$ cat src/rtl/comp_pkg.sv
// ============================================================================
//  Module      : comp_pkg
//  Description : Shared types for the iterative magnitude comparator:
//                FSM state encoding, result encoding and result classifier.
//  Revision    : 1.0 - initial release
// ============================================================================
`default_nettype none

package comp_pkg;

    // Controller states of the iterative comparator
    typedef enum logic [1:0] {
        IDLE = 2'd0,
        BUSY = 2'd1,
        DONE = 2'd2
    } state_t;

    // Encoded outcome of one compare
    typedef enum logic [1:0] {
        RES_EQ = 2'd0,
        RES_GT = 2'd1,
        RES_LT = 2'd2
    } result_t;

    // Equality dominates; otherwise the lesser flag picks LT vs GT
    function automatic result_t classify(input logic is_zero, input logic is_less);
        if (is_zero) begin
            return RES_EQ;
        end else if (is_less) begin
            return RES_LT;
        end else begin
            return RES_GT;
        end
    endfunction

endpackage

`default_nettype wire

$ cat src/rtl/chunk_subtractor.sv
// ============================================================================
//  Module      : chunk_subtractor
//  Description : Combinational CHUNK-bit ripple-borrow subtractor (a - b - bin).
//  Revision    : 1.0 - initial release
// ============================================================================
`default_nettype none

module chunk_subtractor #(
    parameter int CHUNK = 2
) (
    input  logic [CHUNK-1:0] a_i,
    input  logic [CHUNK-1:0] b_i,
    input  logic             borrow_i,
    output logic [CHUNK-1:0] diff_o,
    output logic             borrow_o
);

    // w_brw[k] is the borrow flowing into bit k
    logic [CHUNK:0] w_brw;

    assign w_brw[0] = borrow_i;

    // One full-subtractor cell per bit, borrow rippling upward
    for (genvar gi = 0; gi < CHUNK; gi++) begin : g_bit
        assign diff_o[gi]  = a_i[gi] ^ b_i[gi] ^ w_brw[gi];
        assign w_brw[gi+1] = (~a_i[gi] & b_i[gi]) | (~(a_i[gi] ^ b_i[gi]) & w_brw[gi]);
    end

    assign borrow_o = w_brw[CHUNK];

endmodule

`default_nettype wire

$ cat src/rtl/iter_comparator.sv
// ============================================================================
//  Module      : iter_comparator
//  Description : Iterative signed/unsigned magnitude comparator. Subtracts
//                A-B CHUNK bits per cycle, LSB first, and derives
//                equal/greater/lesser from the accumulated zero flag, the
//                final borrow and the top-chunk sign/overflow.
//  Revision    : 1.0 - initial release
// ============================================================================
`default_nettype none

module iter_comparator
    import comp_pkg::*;
#(
    parameter int WIDTH = 10,
    parameter int CHUNK = 2
) (
    input  logic             clk_i,
    input  logic             rst_ni,
    input  logic             start_i,
    input  logic             signed_i,
    input  logic [WIDTH-1:0] A_i,
    input  logic [WIDTH-1:0] B_i,
    input  logic             clear_i,
    output logic             ready_o,
    output logic             done_o,
    output logic             equal_o,
    output logic             greater_o,
    output logic             lesser_o
);

    localparam int             N      = WIDTH / CHUNK;
    localparam int             CW     = (N > 1) ? $clog2(N) : 1;
    localparam logic [CW-1:0]  C_LAST = CW'(N - 1);

    state_t            r_state;
    state_t            w_state_nxt;

    logic [WIDTH-1:0]  r_a_sh;
    logic [WIDTH-1:0]  r_b_sh;
    logic              r_signed;
    logic              r_borrow;
    logic              r_zero;
    logic [CW-1:0]     r_cnt;
    logic              r_equal;
    logic              r_greater;
    logic              r_lesser;

    logic              w_accept;
    logic              w_last;
    logic [CHUNK-1:0]  w_a_chunk;
    logic [CHUNK-1:0]  w_b_chunk;
    logic [CHUNK-1:0]  w_diff;
    logic              w_borrow_out;
    logic              w_chunk_zero;
    logic              w_overflow;
    logic              w_less;
    result_t           w_result;

    // A request is taken whenever we are not mid-operation and not aborting
    assign w_accept  = start_i & ~clear_i & (r_state != BUSY);
    assign w_last    = (r_state == BUSY) && (r_cnt == C_LAST);

    assign w_a_chunk = r_a_sh[CHUNK-1:0];
    assign w_b_chunk = r_b_sh[CHUNK-1:0];

    chunk_subtractor #(
        .CHUNK (CHUNK)
    ) u_sub (
        .a_i      (w_a_chunk),
        .b_i      (w_b_chunk),
        .borrow_i (r_borrow),
        .diff_o   (w_diff),
        .borrow_o (w_borrow_out)
    );

    // On the final chunk the operand MSBs sit at the top of the low chunk,
    // so the signed overflow term can be formed without extra storage.
    assign w_chunk_zero = (w_diff == '0);
    assign w_overflow   = (w_a_chunk[CHUNK-1] ^ w_b_chunk[CHUNK-1])
                        & (w_a_chunk[CHUNK-1] ^ w_diff[CHUNK-1]);
    assign w_less       = r_signed ? (w_diff[CHUNK-1] ^ w_overflow) : w_borrow_out;
    assign w_result     = classify(r_zero & w_chunk_zero, w_less);

    // State register
    always_ff @(posedge clk_i or negedge rst_ni) begin
        if (!rst_ni) begin
            r_state <= IDLE;
        end else begin
            r_state <= w_state_nxt;
        end
    end

    // Next-state logic; abort overrides everything
    always_comb begin
        w_state_nxt = r_state;
        case (r_state)
            IDLE:    if (w_accept) w_state_nxt = BUSY;
            BUSY:    if (w_last)   w_state_nxt = DONE;
            DONE:    w_state_nxt = w_accept ? BUSY : IDLE;
            default: w_state_nxt = IDLE;
        endcase
        if (clear_i) begin
            w_state_nxt = IDLE;
        end
    end

    // Operand shifting, borrow/zero accumulation and result capture
    always_ff @(posedge clk_i or negedge rst_ni) begin
        if (!rst_ni) begin
            r_a_sh    <= '0;
            r_b_sh    <= '0;
            r_signed  <= 1'b0;
            r_borrow  <= 1'b0;
            r_zero    <= 1'b0;
            r_cnt     <= '0;
            r_equal   <= 1'b0;
            r_greater <= 1'b0;
            r_lesser  <= 1'b0;
        end else if (clear_i) begin
            r_borrow  <= 1'b0;
            r_cnt     <= '0;
        end else if (w_accept) begin
            r_a_sh    <= A_i;
            r_b_sh    <= B_i;
            r_signed  <= signed_i;
            r_borrow  <= 1'b0;
            r_zero    <= 1'b1;
            r_cnt     <= '0;
        end else if (r_state == BUSY) begin
            r_a_sh    <= r_a_sh >> CHUNK;
            r_b_sh    <= r_b_sh >> CHUNK;
            r_borrow  <= w_borrow_out;
            r_zero    <= r_zero & w_chunk_zero;
            if (w_last) begin
                r_cnt     <= '0;
                r_equal   <= (w_result == RES_EQ);
                r_greater <= (w_result == RES_GT);
                r_lesser  <= (w_result == RES_LT);
            end else begin
                r_cnt     <= r_cnt + CW'(1);
            end
        end
    end

    assign ready_o   = (r_state != BUSY);
    assign done_o    = (r_state == DONE);
    assign equal_o   = r_equal;
    assign greater_o = r_greater;
    assign lesser_o  = r_lesser;

endmodule

`default_nettype wire
$ cat config.mk
export PLATFORM = sky130hd
export DESIGN_NAME = iter_comparator
export DESIGN_NICKNAME = d
export VERILOG_FILES = /design/src/rtl/comp_pkg.sv /design/src/rtl/chunk_subtractor.sv /design/src/rtl/iter_comparator.sv
export SDC_FILE = /design/constraint.sdc
export NUM_CORES = 1
export LEC_CHECK = 0
export CORE_ASPECT_RATIO = 2
export CORE_UTILIZATION = 41
export DETAILED_ROUTE_END_ITERATION = 8
export PLACE_DENSITY = 0.69
export SETUP_SLACK_MARGIN = 0.4
export SLEW_MARGIN = 30
export SYNTH_ARGS = -nofsm -noshare
export SYNTH_HDL_FRONTEND = slang
export SYNTH_SLANG_ARGS = --single-unit
$ cat constraint.sdc
create_clock -name clk_i -period 1.9 [get_ports clk_i]
set_input_delay 0.38 -clock clk_i [delete_from_list [all_inputs] [get_ports clk_i]]
set_output_delay 0.38 -clock clk_i [all_outputs]
set_load 0.01 [all_outputs]
Word level (Yosys, flattened, before mapping)
Cells that the tools add are included.
- register bits after elaboration: 31
- word-level logic and storage cells: 72
- $add $sub $neg: 1
- muxes and demuxes: 21
- reduce and logical (&&, ||, !) cells: 10
- equal/unequal tests: 8
- bitwise gates (word level): 22
- operators by type and width (kind ; number):
    10-bit two-way mux ; 4
    3-bit two-way mux ; 4
    2-bit two-way mux ; 5
    1-bit AND ; 8
    1-bit two-way mux ; 7
    2-bit logical NOT ; 3
    3-bit inequality test (second input constant) ; 2
    1-bit NOT ; 6
    2-bit case mux with 3 select lines ; 1
    2-bit AND reduction ; 3
    1-bit bitwise XOR ; 6
    2-bit by 1-bit == test with 1-bit output (second input constant) ; 2
    2-bit == test (second input constant) ; 2
    4-bit AND reduction ; 1
    3-bit by 1-bit adder with 3-bit output (second input constant) ; 1
    3-bit == test (second input constant) ; 1
    3-bit nonzero test ; 1
    2-bit by 1-bit inequality test with 1-bit output (second input constant) ; 1
    1-bit OR ; 2
    2-bit nonzero test ; 1
    1-bit logical AND ; 1

Logic depth before layout (Yosys ltp)
Gate-level depths: netlist of run 1.
- depth in word-level cells: 12
- depth in mapped cells: 7

Modules after synthesis
From an unflattened synthesis of run 1, not the netlist that was laid out.
- cells, all modules: 148
- area total of the unflattened synthesis: 1600.3 um^2
- by module, submodules not included (module ; instances ; area an instance (um^2) ; cells an instance):
    iter_comparator ; 1 ; 1541.5 ; 141
    chunk_subtractor ; 1 ; 58.8 ; 7

Least setup slack after synthesis of run 1
OpenSTA, ideal clock, no wires.
- kind: register to register
- from: register r_a_sh[0]
- to: register r_greater, in the netlist greater_o
- period minus slack after synthesis: 1.919 ns
- stages on the path, launching flop included: 8
- buffers on the path: 0
- setup slack: -0.019 ns
- data arrival time: 1.795 ns
- cell sequence: dfrtp_1 -> inv_1 -> fa_1 -> inv_1 -> fa_1 -> and3b_1 -> nor2_1 -> mux2_2
- cells in the longest elaborated chain, start to end: 12
- RTL lines (what ; RTL line ; source):
    from (decl) ; iter_comparator.sv:38 ; logic [WIDTH-1:0] r_a_sh;
    from (signal assigned) ; iter_comparator.sv:123 ; r_a_sh <= A_i;
    from (signal assigned) ; iter_comparator.sv:130 ; r_a_sh <= r_a_sh >> CHUNK;
    1-bit bitwise XOR ; chunk_subtractor.sv:25, chunk_subtractor.sv:26 ;
    1-bit NOT ; chunk_subtractor.sv:26 ; assign w_brw[gi+1] = (~a_i[gi] & b_i[gi]) | (~(a_i[gi] ^ b_i[gi]) & w_brw[gi]);
    1-bit AND ; chunk_subtractor.sv:26 ;
    1-bit OR ; chunk_subtractor.sv:26 ;
    1-bit bitwise XOR ; chunk_subtractor.sv:25 ; assign diff_o[gi] = a_i[gi] ^ b_i[gi] ^ w_brw[gi];
    1-bit bitwise XOR ; iter_comparator.sv:80 ; & (w_a_chunk[CHUNK-1] ^ w_diff[CHUNK-1]);
    1-bit AND ; iter_comparator.sv:80 ;
    1-bit bitwise XOR ; iter_comparator.sv:81 ; assign w_less = r_signed ? (w_diff[CHUNK-1] ^ w_overflow) : w_borrow_out;
    1-bit two-way mux ; iter_comparator.sv:81 ;
    2-bit two-way mux ; comp_pkg.sv:29 ; end else if (is_less) begin
    2-bit two-way mux * ; comp_pkg.sv:27 ; if (is_zero) begin
    2-bit by 1-bit == test with 1-bit output * ; iter_comparator.sv:137 ; r_greater <= (w_result == RES_GT);
    to (signal assigned) ; iter_comparator.sv:137 ;
    to (decl) ; iter_comparator.sv:45 ; logic r_greater;
Mark *: on every way between the ends. The rest lies on a longest branch, timed or not.
A chain may end at the register's enable or synchronous reset.

Worst setup path after layout of run 1
Same ends and word-level chain as after synthesis.

==> summary.txt, run 1 <==
Outcome
  – Status: complete, but fails checks
  – Violated checks: setup timing

Clock tree
  – CTS Buffer Depth: 2
  – Hold buffer count at CTS: 0
  – Reg clk slew, reported paths: about 0.07 ns
  – Clock latency on the worst-skew pair: between 0.2 and 0.3 ns
  – Clock root cell: clkbuf_8
  – Num CTS Buffers: 5
  – CTS tree: built
  – Max H-tree Level: 2
  – Clk sink count: 31

Pwr
  – Pwr/cell area: slightly above 900 nW/um^2
  – Peak VDD IR: 0.735 mV
  – Overall power: ~2 mW
  – Pleak: 1.03 nW

Setup path
  – CP endpoint kind: flop
  – Required @ worst endpoint: just over 2 ns
  – Crit path arrival time: roughly 2.1 ns
  – Worst-path fanout max: 3
  – Setup CP Type: reg2reg
  – Crit start category: flop

STA
  – Skew final: 0.00559 ns
  – Finish-stage setup viols: 1
  – RSZ-0062 raised after global routing: yes
  – Worst-Margin Slew: 0.391 ns
  – Worst slew margin: 73.9%
  – Final TNS setup: -0.0170 ns
  – Fin crit share: 101%
  – Final worst slack: -0.0170 ns
  – Fmax: 522 MHz
  – Final Slew Violations: 0
  – Final min period: 1.92 ns
  – Final hold violation count: 0

Drt
  – WL per Instance: 16.5 microns
  – Final WL: 3930 microns
  – Initial DRC count: 26
  – Routed Antenna Nets: 0
  – Router iterations before antenna repair: 4
  – DRC Markers: 0
  – Vias per cell: ~5.5
  – Via Count: between 1k and 1.5k

Synthesis
  – Number of flops mapped to enable cells by yosys: 0
  – Area leader, netlist: dfrtp_1
  – Mapped Nets: between 150 and 200
  – FFs w/ async S/R, synth: 100%
  – Cell count after synthesis: 144
  – Post-synthesis register bit count: 31
  – Commonest register cell after synthesis: dfrtp_1
  – Post-Syn Area: about 1600 sq um
  – Commonest cells in the netlist: dfrtp_1 (31), and3b_1 (17), o2bb2ai_1 (17), a31oi_1 (16), inv_1 (9)
  – Avg Cell Area, Syn: 11.1 sq um
  – Area share of the largest cell type after synthesis: 48.4%
  – Synth top area cells: dfrtp_1 (48%), and3b_1 (9.3%), o2bb2ai_1 (9.3%)
  – Register area share after synthesis: 48.4%
  – Top-count cell post-synth: dfrtp_1
  – Synthesis Warnings: 0
  – Post-synthesis cell type count: 26

Global routing
  – First-pass GRT wire length: 6200 microns
  – Total gr overflow: 0
  – Initial antenna violation count: 0
  – Global-route usage over all layers: 20.8%
  – Number of global-route vias before repair: 1350
  – Largest net degree at the start of global routing: 32

Place
  – DP HPWL: ~2800 microns
  – PortBufs: 29
  – Post-Place Worst Slack: -0.0451 ns
  – Final Wtd Congestion: 0.807

Finish
  – Layout cells sized above 1: 21.7%
  – Layout area overhead: 38.3%
  – Antenna cell count: 0
  – Fillers: 317
  – Final net count: 218
  – Post-layout util: about 60%

Floorplan
  – Total core area: 3680 sq um
  – DIE HEIGHT: 90.4 microns
  – Ports: 30
  – Core Rows: 31
  – Starting Density: 43.5%
  – Floorplan die width: about 46 microns
  – Die area: about 4200 sq um

Run
  – Max-Cap Viols: 0

Hold path
  – HP Class: in2async
## cell usage in the layout, fill, tap and decap left out, types with 3 or more instances in the layout
master / n
a21oi_1: 5
nand2b_1: 4
a31oi_1: 16
nor2b_1: 3
buf_4: 13
dfrtp_1: 31
inv_1: 7
clkbuf_8: 6
and3b_1: 16
dlygate4sd2_1: 3
a22o_1: 4
o2bb2ai_1: 17
nor2_1: 4
inv_2: 3
buf_6: 5
clkdlybuf4s50_1: 22
## metal layers
metal	global-route usage, %	part of all wire [%]
met1	24.2	37
met2	33.5	56
met3	5.00	3.9
met4	10.8	3.6
met5	0	0
## layout make-up
type	count	area (sq um)	share of cell area, %
Sequential cell	31	776	35.0
Multi-Input combinational cell	91	749	33.8
Timing Repair Buffer	49	475	21.4
Clock buffer	6	82.6	3.72
Tap cell	49	61.3	2.77
Inverter	10	37.5	1.69
Clock inverter	2	35.0	1.58
## critical path: stages (launching register included)
cell and delay [ns]:
dfrtp_1 0.37, inv_2 0.05, fa_2 0.37, inv_2 0.07
fa_1 0.39, and3b_2 0.26, nor2_1 0.05, mux2_4 0.26
## registers in the layout, summed over array words and instances (netlist names)
| signal | count |
|---|---|
| r_a_sh | 10 |
| r_signed | 1 |
| r_b_sh | 10 |
| r_state | 2 |
| equal_o | 1 |
| r_zero | 1 |
| r_cnt | 3 |
| r_borrow | 1 |
| lesser_o | 1 |
| greater_o | 1 |
## per-stage QoR
stage | std cells | cell area [sq um] | hold WS (ns)
2_1_floorplan | 144 | 1610 | 0.0844
3_3_place_gp | 223 | 1990 | 0.463
3_5_place_dp | 223 | 1990 | 0.468
4_1_cts | 235 | 2160 | 0.487
5_1_grt | 238 | 2220 | 0.498
6_report | 238 | 2220 | 0.483
## power by group
group	switching, mW	internal [mW]
registers	0.0767	0.779
logic	0.232	0.292
clock network	0.241	0.424
total	0.550	1.49
## logic make-up (layout without fill, tap and decap cells)
kind of cell | count (synthesis) | count (layout) | share of synthesized area (%)
buffers and inverters | 22 | 67 | 6.17
flip-flops | 31 | 31 | 48.4
adder cells (fa/ha/maj) | 5 | 5 | 5.31
AND/OR/NAND/NOR | 37 | 37 | 16.5
AO/OA/AOI/OAI | 44 | 44 | 20.2
multiplexers | 5 | 5 | 3.36
## final timing paths
kind / cells after the start / slack [ns] / to / startpoint
worst min-delay path: 2 / 0.48 / r_b_sh[2] / rst_ni
worst max register to register: 7 / -0.02 / greater_o / r_a_sh[0]
max in group asynchronous: 2 / 1.13 / r_b_sh[1] / rst_ni
min in group clk_i: 1 / 0.48 / r_b_sh[6] / r_b_sh[6]
worst min register to register: 1 / 0.48 / r_b_sh[6] / r_b_sh[6]
worst max-delay path: 7 / -0.02 / greater_o / r_a_sh[0]
## repair_timing
item,CTS,global route
setup buffers,4,2
cloned,0,1
gates resized for setup,19,6
pin swaps,2,3
endpoints found under the setup margin,12,21
Note: power is estimated with default switching activity, not from simulation.
==> run 2: changes to the inputs <==
CORE_UTILIZATION = 30   (was 41)
PLACE_DENSITY = 0.54   (was 0.69)
TNS_END_PERCENT = 20   (was default)
==> run 2 against run 1 <==
Effect of this change:
- the flow still finishes with violations (setup timing)
- sequential power rose by 0.6%
- clock power rose by 2%
- combinational power rose by 24%
- utilization fell by 12 points
- sequential share of layout area fell by 3.5 points
- fmax fell by 1.5%
- sequential cell count did not move
- critical path depth did not move
- hold slack improved by 0.0011 ns
- clock skew rose by 0.0059 ns
- cell area rose by 11%
- critical path type unchanged
==> summary.txt, run 2 (synthesis gave the netlist of run 1 again) <==
Floorplan
  – Ports: 30
  – Floorplan die width: 53.7 microns
  – DIE HEIGHT: 105 microns
  – Die area: around 5700 sq um
  – Core Rows: 37
  – Total core area: ~5100 sq um
  – Starting Density: about 31%

Clock tree
  – Clock latency on the worst-skew pair: 0.28 ns
  – CTS tree: built
  – Num CTS Buffers: 5
  – CTS Buffer Depth: 2
  – Clock root cell: clkbuf_8
  – Hold buffer count at CTS: 0
  – Reg clk slew, reported paths: about 0.07 ns
  – Max H-tree Level: 2
  – Clk sink count: 31

Global routing
  – Largest net degree at the start of global routing: 32
  – First-pass GRT wire length: 6920 microns
  – Total gr overflow: 0
  – Number of global-route vias before repair: 1410
  – Global-route usage over all layers: 17.2%
  – Initial antenna violation count: 0

Drt
  – Router iterations before antenna repair: 4
  – Via Count: about 1.3k
  – Final WL: 4560 microns
  – DRC Markers: 0
  – Routed Antenna Nets: 0
  – Initial DRC count: 36
  – Vias per cell: 5.26
  – WL per Instance: 18.0 microns

Finish
  – Antenna cell count: 0
  – Most frequent cells in the layout: dfrtp_1 (31), clkdlybuf4s50_1 (23), buf_4 (19), and3b_1 (16), o2bb2ai_1 (12)
  – Sequential Area: 776 sq um
  – Top flop regs: r_a_sh: 10 flops, r_b_sh: 10 flops, r_cnt: 3 flops
  – Most common cell after layout, fill and taps aside: dfrtp_1
  – Layout cells sized above 1: between 30 and 40%
  – Post-layout util: 48.0%
  – Non-Filler Instances: 253
  – Fillers: about 480
  – Layout area overhead: 53.8%
  – Final net count: 224
  – Multi-input gate area: 942 sq um

STA
  – Hold slack: 0.484 ns
  – Worst-Margin Slew: 0.421 ns
  – Fmax: 514 MHz
  – Worst slew margin: 71.9%
  – RSZ-0062 raised after global routing: yes
  – Finish-stage setup viols: 1
  – Final hold violation count: 0
  – Final Slew Violations: 0
  – Fin crit share: 102%
  – Skew final: about 0.012 ns
  – Final worst slack: -0.0471 ns
  – Final min period: 1.95 ns
  – Final TNS setup: -0.0471 ns

Pwr
  – Combinational share of power: between 20% and 30%
  – Register share of total power: 39.4%
  – Pwr/cell area: 886 nW/um^2
  – Peak VDD IR: 0.741 mV
  – Pleak: 1.08 nW
  – Cell internal pwr: 1.57 mW
  – Switch Pwr: 0.616 mW
  – Overall power: 2.18 mW
  – Sw Share: between 20% and 30%
  – Clock share of power: 30.9%

Setup path
  – CP max stage cell: fa_1
  – CP endpoint kind: flop
  – Crit path buf inv count: 2
  – Worst-path fanout max: 3
  – Setup CP Type: reg2reg
  – Register-to-Register Path Depth: 7
  – Crit path launch: r_a_sh[0]
  – R2R setup slack: -0.05 ns
  – Worst-path cell chain: inv_2 -> fa_2 -> inv_2 -> fa_1 -> and3b_2 -> nor2_1 -> mux2_4
  – Crit start category: flop
  – Worst reg2reg path startpoint: r_a_sh[0]
  – Critical R2R Capture: greater_o
  – Slowest stage delay, CP: 0.40 ns
  – Most frequent CP cell: inv_2
  – Family with the most delay on the worst path: adder cells
  – Required @ worst endpoint: 2.07 ns
  – Crit path arrival time: 2.12 ns

Hold path
  – HP Class: in2async

Outcome
  – Status: complete, but fails checks
  – Violated checks: setup timing

Place
  – PortBufs: 29
  – DP HPWL: approximately 3000 microns
  – Placed cells: 233
  – Final Wtd Congestion: 0.823

Run
  – Max-Cap Viols: 0
run 2: worst max-delay path by stage:
stage	cells past startpoint	to	slack, ns
final	7	greater_o	-0.05
after global placement	7	greater_o	-0.01
after global routing	7	greater_o	-0.11
after detailed placement	7	greater_o	-0.06
after floorplan	7	greater_o	0.04
after CTS	7	greater_o	-0.05
run 2: timing repair:
item / CTS / global route
setup endpoints to repair: 23 / 28
pin swaps: 0 / 12
resized for setup: 17 / 31
buffers inserted: 4 / 7
cloned: 0 / 1
run 2: layer usage:
metal | global-route usage [%] | vias to the layer above | part of all wire (%)
li1 | - | 627 | -
met5 | 0 | - | 0
met4 | 7.89 | 0 | 2.8
met1 | 18.7 | 675 | 37
met2 | 29.8 | 21 | 58
met3 | 3.46 | 9 | 2.4
run 2: area by class of cell:
cell class                 count  area share (%)
timing repair buffer          54            21.1
multi-input combinational     92            38.2
clock buffer                   6            3.35
clock inverter                 2            1.42
inverter                      10            1.52
sequential                    31            31.5
tap                           58            2.94
run 2: metrics by stage:
step | area [sq um] | setup slack (ns)
6_report | 2460 | -0.0471
5_1_grt | 2460 | -0.113
4_1_cts | 2190 | -0.0470
3_5_place_dp | 2020 | -0.0605
3_3_place_gp | 2020 | -0.0141
2_1_floorplan | 1610 | 0.0390
run 2: power by group through the flow:
stage / registers, mW / clock network [mW] / logic, mW
finish: 0.860 / 0.675 / 0.649
global route: 0.876 / 0.725 / 0.703
CTS: 0.854 / 0.700 / 0.513
detailed placement: 0.866 / 0 / 0.504
global placement: 0.861 / 0 / 0.492
floorplan: 0.856 / 0 / 0.277
==> run 3: changes to the inputs <==
CORE_UTILIZATION = 33   (was 30)
PLACE_DENSITY = 0.58   (was 0.54)
==> run 3 against run 2 <==
Effect of this change:
- the flow still finishes with violations (setup timing)
- clock power decreased by 29%
- worst setup slack got worse by 0.033 ns
- power decreased by 15%
- utilization decreased by 2.0 points
- sequential share of layout area increased by 4.9 points
- sequential power decreased by 0.6%
- routed wire length decreased by 11%
- fmax decreased by 1.7%
- global-route usage increased by 1.3 points
- non-clock buffer count decreased by 7
- hold slack got worse by 0.0018 ns
- first-iteration DRC count decreased by 33%
==> summary.txt, run 3 (synthesis gave the netlist of run 1 again) <==
Outcome
  – Status: complete, but fails checks
  – Violated checks: setup timing

Setup path
  – Required @ worst endpoint: 2.07 ns
  – Family with the most delay on the worst path: adder cells
  – Worst-path cell chain: fa_2 -> inv_2 -> fa_1 -> and3b_2 -> nor2_2 -> mux2_4
  – Crit path arrival time: 2.15 ns
  – Worst-path fanout max: 4
  – CP max stage cell: fa_1
  – Worst reg2reg path startpoint: r_borrow
  – Register-to-Register Path Depth: 6
  – Crit path buf inv count: 1
  – Setup CP Type: reg2reg
  – Crit start category: flop
  – Critical R2R Capture: greater_o
  – CP endpoint kind: flop
  – Slowest stage delay, CP: 0.42 ns
  – R2R setup slack: -0.08 ns

STA
  – Fin crit share: 104%
  – Worst slew margin: ~74%
  – Final worst slack: -0.0800 ns
  – Final Slew Violations: 0
  – Final hold violation count: 0
  – Fmax: 505 MHz
  – RSZ-0062 raised after global routing: yes
  – Skew final: slightly above 0.009 ns
  – Worst-Margin Slew: 0.393 ns
  – Finish-stage setup viols: 1
  – Hold slack: 0.482 ns
  – Final min period: 1.98 ns

Pwr
  – Clock share of power: 25.7%
  – Register share of total power: 46.1%
  – Switch Pwr: 0.542 mW
  – Sw Share: between 20 and 30%
  – Overall power: between 1.5 and 2 mW
  – Pwr/cell area: between 800 and 900 nW/um^2
  – Combinational share of power: 28.2%
  – Pleak: 0.966 nW
  – Peak VDD IR: 0.514 mV
  – Cell internal pwr: 1.31 mW

Finish
  – Most common cell after layout, fill and taps aside: dfrtp_1
  – Layout area overhead: 33.0%
  – Final net count: 216
  – Layout cells sized above 1: 20.5%
  – Top flop regs: r_a_sh: 10 flops, r_b_sh: 10 flops, r_cnt: 3 flops
  – Non-Filler Instances: 240
  – Most frequent cells in the layout: dfrtp_1 (31), clkdlybuf4s50_1 (24), o2bb2ai_1 (17)
  – Antenna cell count: 0
  – Fillers: 472

Run
  – Max-Cap Viols: 0

Place
  – DP HPWL: 2930 microns
  – PortBufs: 29
  – Placed cells: 230
  – Final Wtd Congestion: 0.765
  – Post-Place Worst Slack: -0.103 ns

Floorplan
  – Total core area: about 4600 sq um
  – Starting Density: about a third
  – Die area: 5160 sq um
  – DIE HEIGHT: 101 microns
  – Core Rows: 35
  – Floorplan die width: roughly 50 microns
  – Ports: 30

Global routing
  – Initial antenna violation count: 0
  – Number of global-route vias before repair: 1391
  – Global-route usage over all layers: 18.5%
  – First-pass GRT wire length: ~6800 microns
  – Total gr overflow: 0
  – Largest net degree at the start of global routing: 32

Clock tree
  – Clock root cell: clkbuf_8
  – Max H-tree Level: 2
  – Reg clk slew, reported paths: 0.06 ns
  – Num CTS Buffers: 5
  – CTS Buffer Depth: 2
  – CTS tree: built
  – Clock latency on the worst-skew pair: 0.29 ns
  – Clk sink count: 31

Drt
  – Initial DRC count: 24
  – Vias per cell: 5.38
  – Final WL: 4050 microns
  – Router iterations before antenna repair: 4
  – Via Count: 1290
  – WL per Instance: roughly 17 microns
  – Routed Antenna Nets: 0
  – DRC Markers: 0

Hold path
  – HP Class: in2async
-- run 3: cell count changes in the layout (fill, tap and decap cells not counted), moves of 2 or more --
cell	before	now
a31oi_1	8	16
a31oi_4	8	0
o2bb2ai_1	12	17
o2bb2ai_2	5	0
buf_12	2	0
buf_6	5	3
buf_4	19	16
-- run 3: repair_timing --
action,CTS,global route
resized for setup,13,6
pin swaps,0,4
buffers inserted,3,1
hold buffers,0,0
endpoints found under the setup margin,10,19
-- run 3: layout make-up --
class                           count  area [sq um]  share of cell area, %
Sequential cell                    31           776                   36.4
Clock buffer                        6          72.6                   3.40
Inverter                           10          37.5                   1.76
Timing Repair Buffer               47           425                   20.0
Multi-Input combinational cell     91           752                   35.3
Tap cell                           55          68.8                   3.23
-- run 3: through the flow --
stage | setup TNS (ns) | util (%) | instance area, sq um
detailed placement | -0.103 | 43.3 | 2010
CTS | -0.0753 | 45.4 | 2110
global placement | -0.0198 | 43.3 | 2010
finish | -0.0800 | 45.9 | 2130
floorplan | 0 | - | 1610
global route | -0.196 | 45.9 | 2130
-- run 3: per-layer routing --
metal	routed length (microns)	vias to the layer above	part of all wire, %	track usage [%]
li1	-	612	-	-
met1	1630	648	40	21.1
met2	2220	24	55	31.7
met3	131	6	3.2	4.68
met4	70	0	1.7	8.11
met5	0	-	0	0
-- run 3: power by group through the flow --
stage | Combinational (mW) | Sequential [mW] | Clock (mW)
final | 0.522 | 0.855 | 0.476
after global routing | 0.577 | 0.871 | 0.527
after CTS | 0.502 | 0.853 | 0.494
after detailed placement | 0.495 | 0.867 | 0
after global placement | 0.479 | 0.860 | 0
after floorplan | 0.277 | 0.856 | 0
-- run 3: worst max path at each step --
| stage | cells after the start | start | endpoint |
|---|---|---|---|
| 6_report | 6 | r_borrow | greater_o |
| 5_1_grt | 6 | r_borrow | greater_o |
| 4_1_cts | 7 | r_a_sh[0] | greater_o |
| 3_5_place_dp | 7 | r_a_sh[0] | greater_o |
| 3_3_place_gp | 7 | r_a_sh[0] | greater_o |
| 2_1_floorplan | 7 | r_a_sh[0] | greater_o |
